File: src/rtl/mem_arbiter.sv
// rtl/mem_arbiter.sv - fetch/data arbiter for a single-port unified memory
module mem_arbiter #(
  parameter int ADDR_W       = 32,
  parameter int DATA_W       = 32,
  parameter int MEM_LATENCY  = 2,
  parameter int MAX_D_STREAK = 4
) (
  input  logic              clk,
  input  logic              reset,
  input  logic              i_req,
  input  logic [ADDR_W-1:0] i_addr,
  output logic              i_ack,
  output logic [DATA_W-1:0] i_rdata,
  input  logic              d_req,
  input  logic              d_we,
  input  logic [ADDR_W-1:0] d_addr,
  input  logic [DATA_W-1:0] d_wdata,
  output logic              d_ack,
  output logic [DATA_W-1:0] d_rdata,
  output logic              mem_en,
  output logic              mem_we,
  output logic [ADDR_W-1:0] mem_addr,
  output logic [DATA_W-1:0] mem_wdata,
  input  logic [DATA_W-1:0] mem_rdata,
  output logic              busy
);

  localparam int CW = (MEM_LATENCY > 1) ? $clog2(MEM_LATENCY) : 1;
  localparam int SW = $clog2(MAX_D_STREAK + 1);

  typedef enum logic [1:0] {IDLE, ISSUE, WAIT, RESP} state_t;

  state_t        state, state_nxt;
  logic          win_d;
  logic [CW-1:0] cnt;
  logic [SW-1:0] streak;
  logic          grant_d, grant_i;

  // state register; reset abandons any in-flight access without an ack
  always_ff @(posedge clk) begin
    if (reset) state <= IDLE;
    else       state <= state_nxt;
  end

  // next-state, grant decision and per-state strobes
  always_comb begin
    state_nxt = state;
    grant_d   = 1'b0;
    grant_i   = 1'b0;
    mem_en    = 1'b0;
    i_ack     = 1'b0;
    d_ack     = 1'b0;
    busy      = (state != IDLE);
    case (state)
      IDLE: begin
        if (d_req && !(i_req && streak == SW'(MAX_D_STREAK))) grant_d = 1'b1;
        else if (i_req)                                        grant_i = 1'b1;
        if (grant_d || grant_i) state_nxt = ISSUE;
      end
      ISSUE: begin
        mem_en    = 1'b1;
        state_nxt = WAIT;
      end
      WAIT: begin
        if (cnt == '0) state_nxt = RESP;
      end
      RESP: begin
        i_ack     = !win_d;
        d_ack     = win_d;
        state_nxt = IDLE;
      end
      default: state_nxt = IDLE;
    endcase
  end

  // grant latching, streak tracking, latency countdown and read-data capture
  always_ff @(posedge clk) begin
    if (reset) begin
      win_d     <= 1'b0;
      mem_we    <= 1'b0;
      mem_addr  <= '0;
      mem_wdata <= '0;
      cnt       <= '0;
      streak    <= '0;
      i_rdata   <= '0;
      d_rdata   <= '0;
    end else begin
      if (grant_d || grant_i) begin
        win_d    <= grant_d;
        mem_we   <= grant_d && d_we;
        mem_addr <= grant_d ? d_addr : i_addr;
        if (grant_d) mem_wdata <= d_wdata;
        // streak only grows while a fetch is actually being held off
        if (grant_i)    streak <= '0;
        else if (i_req) streak <= streak + 1'b1;
        else            streak <= '0;
      end
      if (state == ISSUE)                  cnt <= CW'(MEM_LATENCY - 1);
      else if (state == WAIT && cnt != '0) cnt <= cnt - 1'b1;
      if (state == WAIT && cnt == '0) begin
        if (!win_d)       i_rdata <= mem_rdata;
        else if (!mem_we) d_rdata <= mem_rdata;
      end
    end
  end

endmodule
File: config.mk
export PLATFORM = sky130hd
export DESIGN_NAME = mem_arbiter
export DESIGN_NICKNAME = d
export VERILOG_FILES = /design/src/rtl/mem_arbiter.sv
export SDC_FILE = /design/constraint.sdc
export NUM_CORES = 1
export LEC_CHECK = 0
export CORE_MARGIN = 5
export CORE_UTILIZATION = 44
export DETAILED_ROUTE_END_ITERATION = 8
export GPL_TIMING_DRIVEN = 0
export PLACE_DENSITY = 0.86
export SYNTH_ARGS = -nofsm -noshare
export SYNTH_HDL_FRONTEND = slang
export SYNTH_SLANG_ARGS = --single-unit
File: constraint.sdc
create_clock -name clk -period 2.38 [get_ports clk]
set_input_delay 0.357 -clock clk [delete_from_list [all_inputs] [get_ports clk]]
set_output_delay 0.357 -clock clk [all_outputs]
set_load 0.03 [all_outputs]
==> results of run 1 <==
cell usage in the layout (no fill, tap or decap), types with 2 or more instances in the layout:
master | synthesis | final
a21o_1 | 32 | 32
a21oi_1 | 103 | 103
a32o_1 | 31 | 31
and2_1 | 2 | 2
buf_2 | 19 | 19
buf_4 | 7 | 7
buf_6 | 11 | 11
bufinv_16 | 0 | 5
clkbuf_1 | 22 | 22
clkbuf_16 | 0 | 17
clkbuf_8 | 0 | 3
clkdlybuf4s50_1 | 0 | 262
clkinvlp_4 | 0 | 4
dfxtp_1 | 136 | 136
ha_1 | 7 | 7
inv_1 | 6 | 6
nand2_1 | 133 | 133
nand3_1 | 33 | 33
nand3b_1 | 32 | 32
nand4_1 | 2 | 2
nor2_1 | 5 | 5
o21ai_0 | 32 | 32
or3b_1 | 2 | 2
cell type report:
type | count | area [um^2] | share of cell area [%]
flip-flops and latches | 136 | 2723 | 30.01
repair buffers | 263 | 2631 | 29.00
multi-input cells | 431 | 2444 | 26.93
clock buffers | 20 | 466.7 | 5.143
plain buffers | 62 | 377.9 | 4.164
well taps | 172 | 215.2 | 2.372
clock inverters | 11 | 193.9 | 2.137
inverters | 6 | 22.52 | 0.2482
cells by family (layout without fill, tap and decap cells):
family	Yosys count	after routing
buffers and inverters	68	362
AOI/OAI and AO/OA	204	204
DFF	136	136
and+or+nand+nor	219	219
muxes	1	1
adders and majority gates	7	7
worst max-delay path, stage by stage (launching register included):
cell	delay, ns
dfxtp_1	0.38
ha_1	0.20
nor2b_1	0.20
clkdlybuf4s50_1	0.72
synth_stat cells (2+ instances only):
cell      instances  area, um^2
dfxtp_1         136        2723
nand2_1         133       499.2
a21oi_1         103       515.5
nand3_1          33       165.2
a21o_1           32       240.2
nand3b_1         32       240.2
o21ai_0          32       160.2
a32o_1           31       310.3
clkbuf_1         22       82.58
buf_2            19       95.09
buf_6            11       123.9
buf_4             7       52.55
ha_1              7       87.58
inv_1             6       22.52
nor2_1            5       18.77
and2_1            2       12.51
nand4_1           2       12.51
or3b_1            2       17.52
routing by layer:
| metal | GRT usage (%) | share of wire, % |
|---|---|---|
| met5 | 0 | 0 |
| met2 | 44.11 | 50 |
| met3 | 10.37 | 9.3 |
| met1 | 27.49 | 39 |
| met4 | 7.628 | 1.8 |
flip-flops by register name (all words and copies together) (netlist names):
register / flops
win_d: 1
d_rdata: 32
streak: 3
state: 2
cnt: 1
mem_we: 1
mem_addr: 32
i_rdata: 32
mem_wdata: 32
repair_timing:
item,4_1_cts,5_1_grt
endpoints found under the setup margin,1,0
hold buffers,0,0
resized for setup,1,0
through the flow:
stage          area [um^2]  worst slack (ns)  instances  util [%]  hold WS, ns
4_1_cts               9074            0.1051       1101     72.49       0.2429
3_3_place_gp          8414            0.3725       1070     67.22       0.4411
2_1_floorplan         5567            0.7597        635         -       0.4486
3_5_place_dp          8414            0.3148       1070     67.22       0.4456
5_1_grt               9074           0.05368       1101     72.49       0.2681
6_report              9074            0.1217       1101     72.49       0.2615
worst min-delay path by stage:
stage | from | end | slack, ns | cells after the start
global placement | i_rdata[23]$_SDFFE_PP0P_ | i_rdata[23]$_SDFFE_PP0P_ | 0.44 | 2
floorplan | streak[1]$_SDFFE_PP0P_ | streak[1]$_SDFFE_PP0P_ | 0.45 | 2
CTS | i_req | streak[1]$_SDFFE_PP0P_ | 0.24 | 3
detailed placement | i_rdata[31]$_SDFFE_PP0P_ | i_rdata[31]$_SDFFE_PP0P_ | 0.45 | 2
global route | i_req | streak[1]$_SDFFE_PP0P_ | 0.27 | 3
finish | i_req | streak[1]$_SDFFE_PP0P_ | 0.26 | 3
report_power, final:
group	switching (mW)	internal, mW
Sequential	0.224	2.69
Clock	1.00	1.94
Combinational	1.97	1.51
==> flow_metrics.tcl, run 1 <==
set metrics [dict create \
    grt_first_pass_wirelength_um 29480 \
    relSlewSlack_pct 62.48 \
    syn_nets 775 \
    antenna_found_initial 0 \
    clk_latency_ns 0.41 \
    slew_violations 0 \
    yosys.area_share.simple_pct 19.11 \
    synth_compound_area_share_pct 23.04 \
    cts_inserted_buffers 17 \
    rrSetupSlack_ns 0.57 \
    start_kind "flop" \
    cts.clk_slew.worst_paths_ns 0.05 \
    leakagePower_nw 3.318 \
    die-area_um2 15000 \
    synthAdderAreaFrac_pct 1.573 \
    endpoint "i_ack" \
    power_mw 9.336 \
    port-buffer-count 263 \
    required_ns 2.02 \
    synth_top_family_by_area "compound AO/OA/AOI/OAI gates" \
    muxShareOfSynthArea_pct 0.1798 \
    synth_xor_xnor_area_share_pct 0 \
    start_util_pct 44.47 \
    tns_ns 0 \
    critPathArrivalTime_ns 1.90 \
    syn_to_final_growth_pct 63.00 \
    ys_warn_count 0 \
    synth_cell_type_count 38 \
    antennaDiodeCount 0 \
    crit_path_end_kind "output port" \
    syn-instance-count 635 \
    coreArea_um2 12520 \
    htreeDepth 4 \
    ys_ff_latch 136 \
    period_share_pct 94.88 \
    status "complete, no violations" \
    reg2reg_depth 6 \
    drc 0 \
    ant_nets 0 \
    rows 41 \
    clock_skew_ns 0.008177 \
    final_nets 1057 \
    cts_tree "done" \
    drtIter0Drc 372 \
    setup_violations 0 \
    min_path_type "in2reg" \
    wl_um 19220 \
    io_pins 266 \
    syn-cell-area_um2 5567 \
    via_count 5793 \
    ir_worst_vdd_mv 0.5511 \
    grt_max_degree 17 \
    clock-sinks 136 \
    syn_area_per_cell_um2 8.766 \
    wl_per_cell_um 17.45 \
    hold_viol 0 \
    synth_edf_count 0 \
    cp_max_fo 4 \
    die_height_um 122.5 \
    min_period_ns 2.258 \
    grt_remaining_overflow 0 \
    synth-main-ff-cell "dfxtp_1" \
    post-dp-hpwl_um 13980 \
    ys_seq_area_share_pct 48.91 \
    cts_setup_buffers 0 \
    pwr_density_cell_nw_per_um2 1029 \
    cts_buffer_depth 2 \
    place_congestion 0.8344 \
    timing.rr.end "i_rdata[2]$_SDFFE_PP0P_" \
    vias_per_cell 5.262 \
    tightest_slew_ns 0.5627 \
    rsz0062_at_grt "no" \
    die_w_um 122.5 \
    cts_root_buf "clkbuf_16" \
    cp-startpoint "state[0]$_SDFFE_PP0P_" \
    drv_cap 0 \
    grt_pass1_vias 5779 \
    fillCellCount 984 \
    path_class "reg2out" \
    track_usage_pct 25.05 \
    r2r-start "state[0]$_SDFFE_PP0P_" \
    drive_above_1_share_pct 8.073 \
    async_flop_share_pct 0 \
    drt_first_pass_iters 7 \
    max_freq_ghz 0.4428 \
]
(Power assumes the default switching activity.)
==> run 2: changes to the inputs <==
--- a/constraint.sdc
+++ b/constraint.sdc
@@ -3,2 +3,2 @@
 set_output_delay 0.357 -clock clk [all_outputs]
-set_load 0.03 [all_outputs]
+set_load 0.1 [all_outputs]
==> run 2 against run 1 <==
Routed wire length about the same. First-iteration DRC count up 1.6%. Worst hold slack worse by 0.0034 ns. Register-to-register slack about the same. Critical path depth down 2. Final area about the same. Total power up 23%. Sequential cell count unchanged. Largest power group unchanged.
==> flow_metrics.tcl, run 2 (synthesis gave the netlist of run 1 again) <==
set metrics [dict create \
    tightest_slew_ns 1.067 \
    wl_per_cell_um 17.46 \
    htreeDepth 4 \
    syn_to_final_growth_pct 62.96 \
    required_ns 2.02 \
    leakagePower_nw 3.322 \
    hold_ws_ns 0.2580 \
    grt_max_degree 17 \
    hold_viol 0 \
    grt_pass1_vias 5782 \
    antenna_found_initial 0 \
    coreArea_um2 12520 \
    r2r-start "state[0]$_SDFFE_PP0P_" \
    critPathArrivalTime_ns 1.97 \
    drc 0 \
    max_freq_ghz 0.4301 \
    layout_common_cells "clkdlybuf4s50_1 (259), dfxtp_1 (136), nand2_1 (133), a21oi_1 (103), nand3_1 (33)" \
    ir_worst_vdd_mv 0.7997 \
    cts_buffer_depth 2 \
    min_from "i_req" \
    start_util_pct 44.47 \
    start_kind "flop" \
    min_path_type "in2reg" \
    crit_slowest_cell "clkdlybuf4s50_1" \
    rows 41 \
    drv_cap 0 \
    cp_max_fo 4 \
    clock-sinks 136 \
    grt_first_pass_wirelength_um 29510 \
    status "complete, no violations" \
    die_w_um 122.5 \
    final_nets 1057 \
    pwr_density_cell_nw_per_um2 1261 \
    wl_um 19220 \
    place_congestion 0.8344 \
    power_mw 11.44 \
    clk_latency_ns 0.41 \
    port-buffer-count 263 \
    drtIter0Drc 378 \
    io_pins 266 \
    track_usage_pct 25.08 \
    min_period_ns 2.325 \
    cts_root_buf "clkbuf_16" \
    cp-startpoint "mem_we$_SDFFE_PP0P_" \
    vias_per_cell 5.260 \
    mostFrequentLayoutCell "clkdlybuf4s50_1" \
    post-dp-hpwl_um 13980 \
    ant_nets 0 \
    cts_tree "done" \
    via_count 5791 \
    cts_inserted_buffers 17 \
    worst-path-buf-inv 1 \
    worstPathCellList "clkdlybuf4s50_1" \
    tns_ns 0 \
    setup_violations 0 \
    period_share_pct 97.69 \
    path_class "reg2out" \
    relSlewSlack_pct 28.66 \
    rsz0062_at_grt "no" \
    die-area_um2 15000 \
    clock_skew_ns 0.007376 \
    path_delay_family "buffers and inverters" \
    antennaDiodeCount 0 \
    die_height_um 122.5 \
    slew_violations 0 \
    drive_above_1_share_pct 8.396 \
    cts.clk_slew.worst_paths_ns 0.05 \
    critical-path-max-stage-delay_ns 1.18 \
    drt_first_pass_iters 5 \
    pre_cts_ws_ns -0.02181 \
    setup_ws_ns 0.05506 \
    grt_remaining_overflow 0 \
    crit_path_end_kind "output port" \
]
==> run 2: cell types whose count changed in the layout (fill, tap and decap cells not counted) <==
| cell | change |
|---|---|
| clkbuf_2 | +1 |
| clkdlybuf4s50_1 | -3 |
| clkdlybuf4s15_2 | +2 |
==> run 2: final timing paths <==
path         slack (ns)                   endpoint  depth (start not counted)
max                0.06                     mem_we                          1
min                0.26     streak[1]$_SDFFE_PP0P_                          3
max reg2reg        0.57  mem_addr[24]$_SDFFE_PP0P_                          7
min reg2reg        0.45    i_rdata[6]$_SDFFE_PP0P_                          2
==> run 2: per-stage QoR <==
| step | instances | utilization [%] | area, um^2 |
|---|---|---|---|
| floorplan | 635 | - | 5567 |
| global placement | 1070 | 67.22 | 8414 |
| detailed placement | 1070 | 67.22 | 8414 |
| CTS | 1101 | 72.51 | 9076 |
| global route | 1101 | 72.47 | 9071 |
| finish | 1101 | 72.47 | 9071 |
==> run 2: cell type report <==
| type | instances | area (um^2) |
|---|---|---|
| plain buffers | 62 | 377.9 |
| well taps | 172 | 215.2 |
| inverters | 6 | 22.52 |
| clock inverters | 11 | 193.9 |
| repair buffers | 263 | 2629 |
| clock buffers | 20 | 466.7 |
| fillers | 985 | 3446 |
| flip-flops and latches | 136 | 2723 |
| multi-input cells | 431 | 2444 |
==> run 2: what timing repair did <==
action                                  CTS  global route
endpoints found under the setup margin    4             1
resized for setup                         9             1
hold buffers                              0             0
buffers inserted                          0             0
==> run 2: metal layers <==
metal / routed length, um / track usage (%) / vias up / part of all wire [%]
met1: 7404 / 27.52 / 2737 / 39
met4: 392 / 7.628 / 0 / 2.0
met5: 0 / 0 / - / 0
li1: - / - / 2790 / -
met3: 1804 / 10.37 / 30 / 9.4
met2: 9621 / 44.18 / 234 / 50
==> run 2: report_power, final <==
| group | leakage [nW] | internal [mW] | switching (mW) | total, mW |
|---|---|---|---|---|
| logic | 1.90 | 1.50 | 4.08 | 5.58 |
| registers | 1.11 | 2.69 | 0.224 | 2.92 |
| clock network | 0.311 | 1.94 | 1.01 | 2.94 |
| total | 3.32 | 6.13 | 5.31 | 11.4 |
==> run 3: changes to the inputs <==
CAP_MARGIN = 20   (was not set)
CORE_UTILIZATION = 41   (was 44)
CTS_CLUSTER_DIAMETER = 100   (was not set)
PLACE_DENSITY = 0.81   (was 0.86)
clock period = 2.4 ns   (was 2.38 ns; I/O delays follow)
==> run 3 against run 2 <==
Routed wire length down 4.0%. Sequential share of layout area grew 0.15 points. Critical path type unchanged. Clock-buffer cell count down 2. Sequential cell count unchanged. Total power is 3.2% lower. Register-to-register slack barely moved. Critical endpoint unchanged. Combinational power decreased by 1%.
==> flow_metrics.tcl, run 3 (synthesis gave the netlist of run 1 again) <==
set metrics [dict create \
    design_area_um2 9027 \
    whs_path_depth 3 \
    cts_buffer_depth 2 \
    cp-startpoint "mem_we$_SDFFE_PP0P_" \
    cts.clk_slew.worst_paths_ns 0.06 \
    grt_first_pass_wirelength_um 28880 \
    hold_ws_ns 0.2597 \
    die-area_um2 16010 \
    setup_violations 0 \
    holdPathEnd "streak[0]$_SDFFE_PP0P_" \
    cp_max_fo 4 \
    htreeDepth 4 \
    drc 0 \
    pwr_density_cell_nw_per_um2 1228 \
    rsz0062_at_grt "no" \
    drtIter0Drc 381 \
    syn_to_final_growth_pct 62.17 \
    reg2reg_depth 7 \
    fillCellCount 1145 \
    rrSetupSlack_ns 0.58 \
    crit_path_end_kind "output port" \
    path_class "reg2out" \
    wl_um 18460 \
    cts_root_buf "clkbuf_16" \
    ir_worst_vdd_mv 0.7657 \
    placed_area_um2 8419 \
    antennaDiodeCount 0 \
    io_pins 266 \
    wl_per_cell_um 16.69 \
    place_congestion 0.8168 \
    critPathArrivalTime_ns 1.97 \
    start_util_pct 41.87 \
    clk_latency_ns 0.41 \
    min_period_ns 2.335 \
    die_height_um 126.5 \
    port-buffer-count 263 \
    grt_max_degree 17 \
    drv_cap 0 \
    drive_above_1_share_pct 8.387 \
    path_delay_family "buffers and inverters" \
    final_nets 1057 \
    status "complete, no violations" \
    max_freq_ghz 0.4283 \
    min_path_type "in2reg" \
    vias_per_cell 5.134 \
    clock_skew_ns 0.008974 \
    ant_nets 0 \
    via_count 5678 \
    clock-sinks 136 \
    grt_remaining_overflow 0 \
    layout_common_cells "clkdlybuf4s50_1 (259), dfxtp_1 (136), nand2_1 (133), a21oi_1 (103), nand3_1 (33)" \
    mostFrequentLayoutCell "clkdlybuf4s50_1" \
    drt_first_pass_iters 4 \
    critical-path-max-stage-delay_ns 1.18 \
    slew_violations 0 \
    min_from "i_req" \
    track_usage_pct 22.35 \
    crit_slowest_cell "clkdlybuf4s50_1" \
    die_w_um 126.5 \
    worst-path-buf-inv 1 \
    worstPathCellList "clkdlybuf4s50_1" \
    leakagePower_nw 3.312 \
    cts_tree "done" \
    period_share_pct 97.28 \
    relSlewSlack_pct 30.87 \
    tightest_slew_ns 1.034 \
    antenna_found_initial 0 \
    required_ns 2.04 \
    r2r-start "state[0]$_SDFFE_PP0P_" \
    cts.hold.buffers_added 0 \
    cts_inserted_buffers 17 \
    hold_viol 0 \
    post-dp-hpwl_um 13860 \
    timing.rr.end "mem_addr[10]$_SDFFE_PP0P_" \
    rows 42 \
    grt_pass1_vias 5497 \
    start_kind "flop" \
    coreArea_um2 13300 \
]
[run 3: cell types whose count changed in the layout (fill, tap and decap cells not counted), sizes merged]
cell / before / now
clkinv: 1 / 9
clkbuf: 44 / 42
bufinv: 5 / 3
clkinvlp: 4 / 1
[run 3: worst max-delay path by stage]
| stage | endpoint | slack [ns] | cells after the start |
|---|---|---|---|
| final | mem_we | 0.07 | 1 |
| after global routing | i_ack | 0.01 | 3 |
| after CTS | d_ack | 0.005 | 3 |
| after detailed placement | busy | -0.05 | 4 |
| after global placement | busy | -0.04 | 4 |
| after floorplan | i_ack | 0.18 | 2 |
[run 3: tightest hold or removal path, cell delays in order]
cell,delay [ns]
buf_6,0.12
nand4_1,0.08
a21oi_1,0.05
[run 3: repair_timing]
action | in CTS | in global routing
gates cloned | 0 | 0
endpoints found under the setup margin | 4 | 2
buffers inserted | 0 | 0
resized for setup | 7 | 2
[run 3: cell type report]
class,instances,area (um^2),share of cell area (%)
plain buffers,62,377.9,4.186
clock inverters,14,173.9,1.927
clock buffers,18,439.2,4.865
multi-input cells,431,2444,27.07
repair buffers,263,2628,29.11
inverters,6,22.52,0.2495
well taps,176,220.2,2.439
flip-flops and latches,136,2723,30.16
[run 3: through the flow]
step	setup TNS, ns	util [%]	power, mW	setup WS (ns)	cells
2_1_floorplan	0	-	7.069	0.1766	635
3_3_place_gp	-0.04343	63.33	8.437	-0.04343	1074
3_5_place_dp	-0.05241	63.33	8.468	-0.05241	1074
4_1_cts	0	67.93	11.16	0.005167	1106
5_1_grt	0	67.90	11.53	0.01009	1106
6_report	0	67.90	11.08	0.06519	1106
[run 3: metal layers]
layer  vias up  share of wire, %  GRT usage, %
li1       2791                 -             -
met1      2623                40         26.59
met2       234                49         37.52
met3        30               8.3         7.104
met4         0               2.5         8.833
met5         -                 0             0
[run 3: where the power goes]
part | internal, mW | switching (mW) | leakage, nW
combinational | 1.48 | 4.02 | 1.90
clock | 1.67 | 1.01 | 0.300
sequential | 2.67 | 0.222 | 1.11
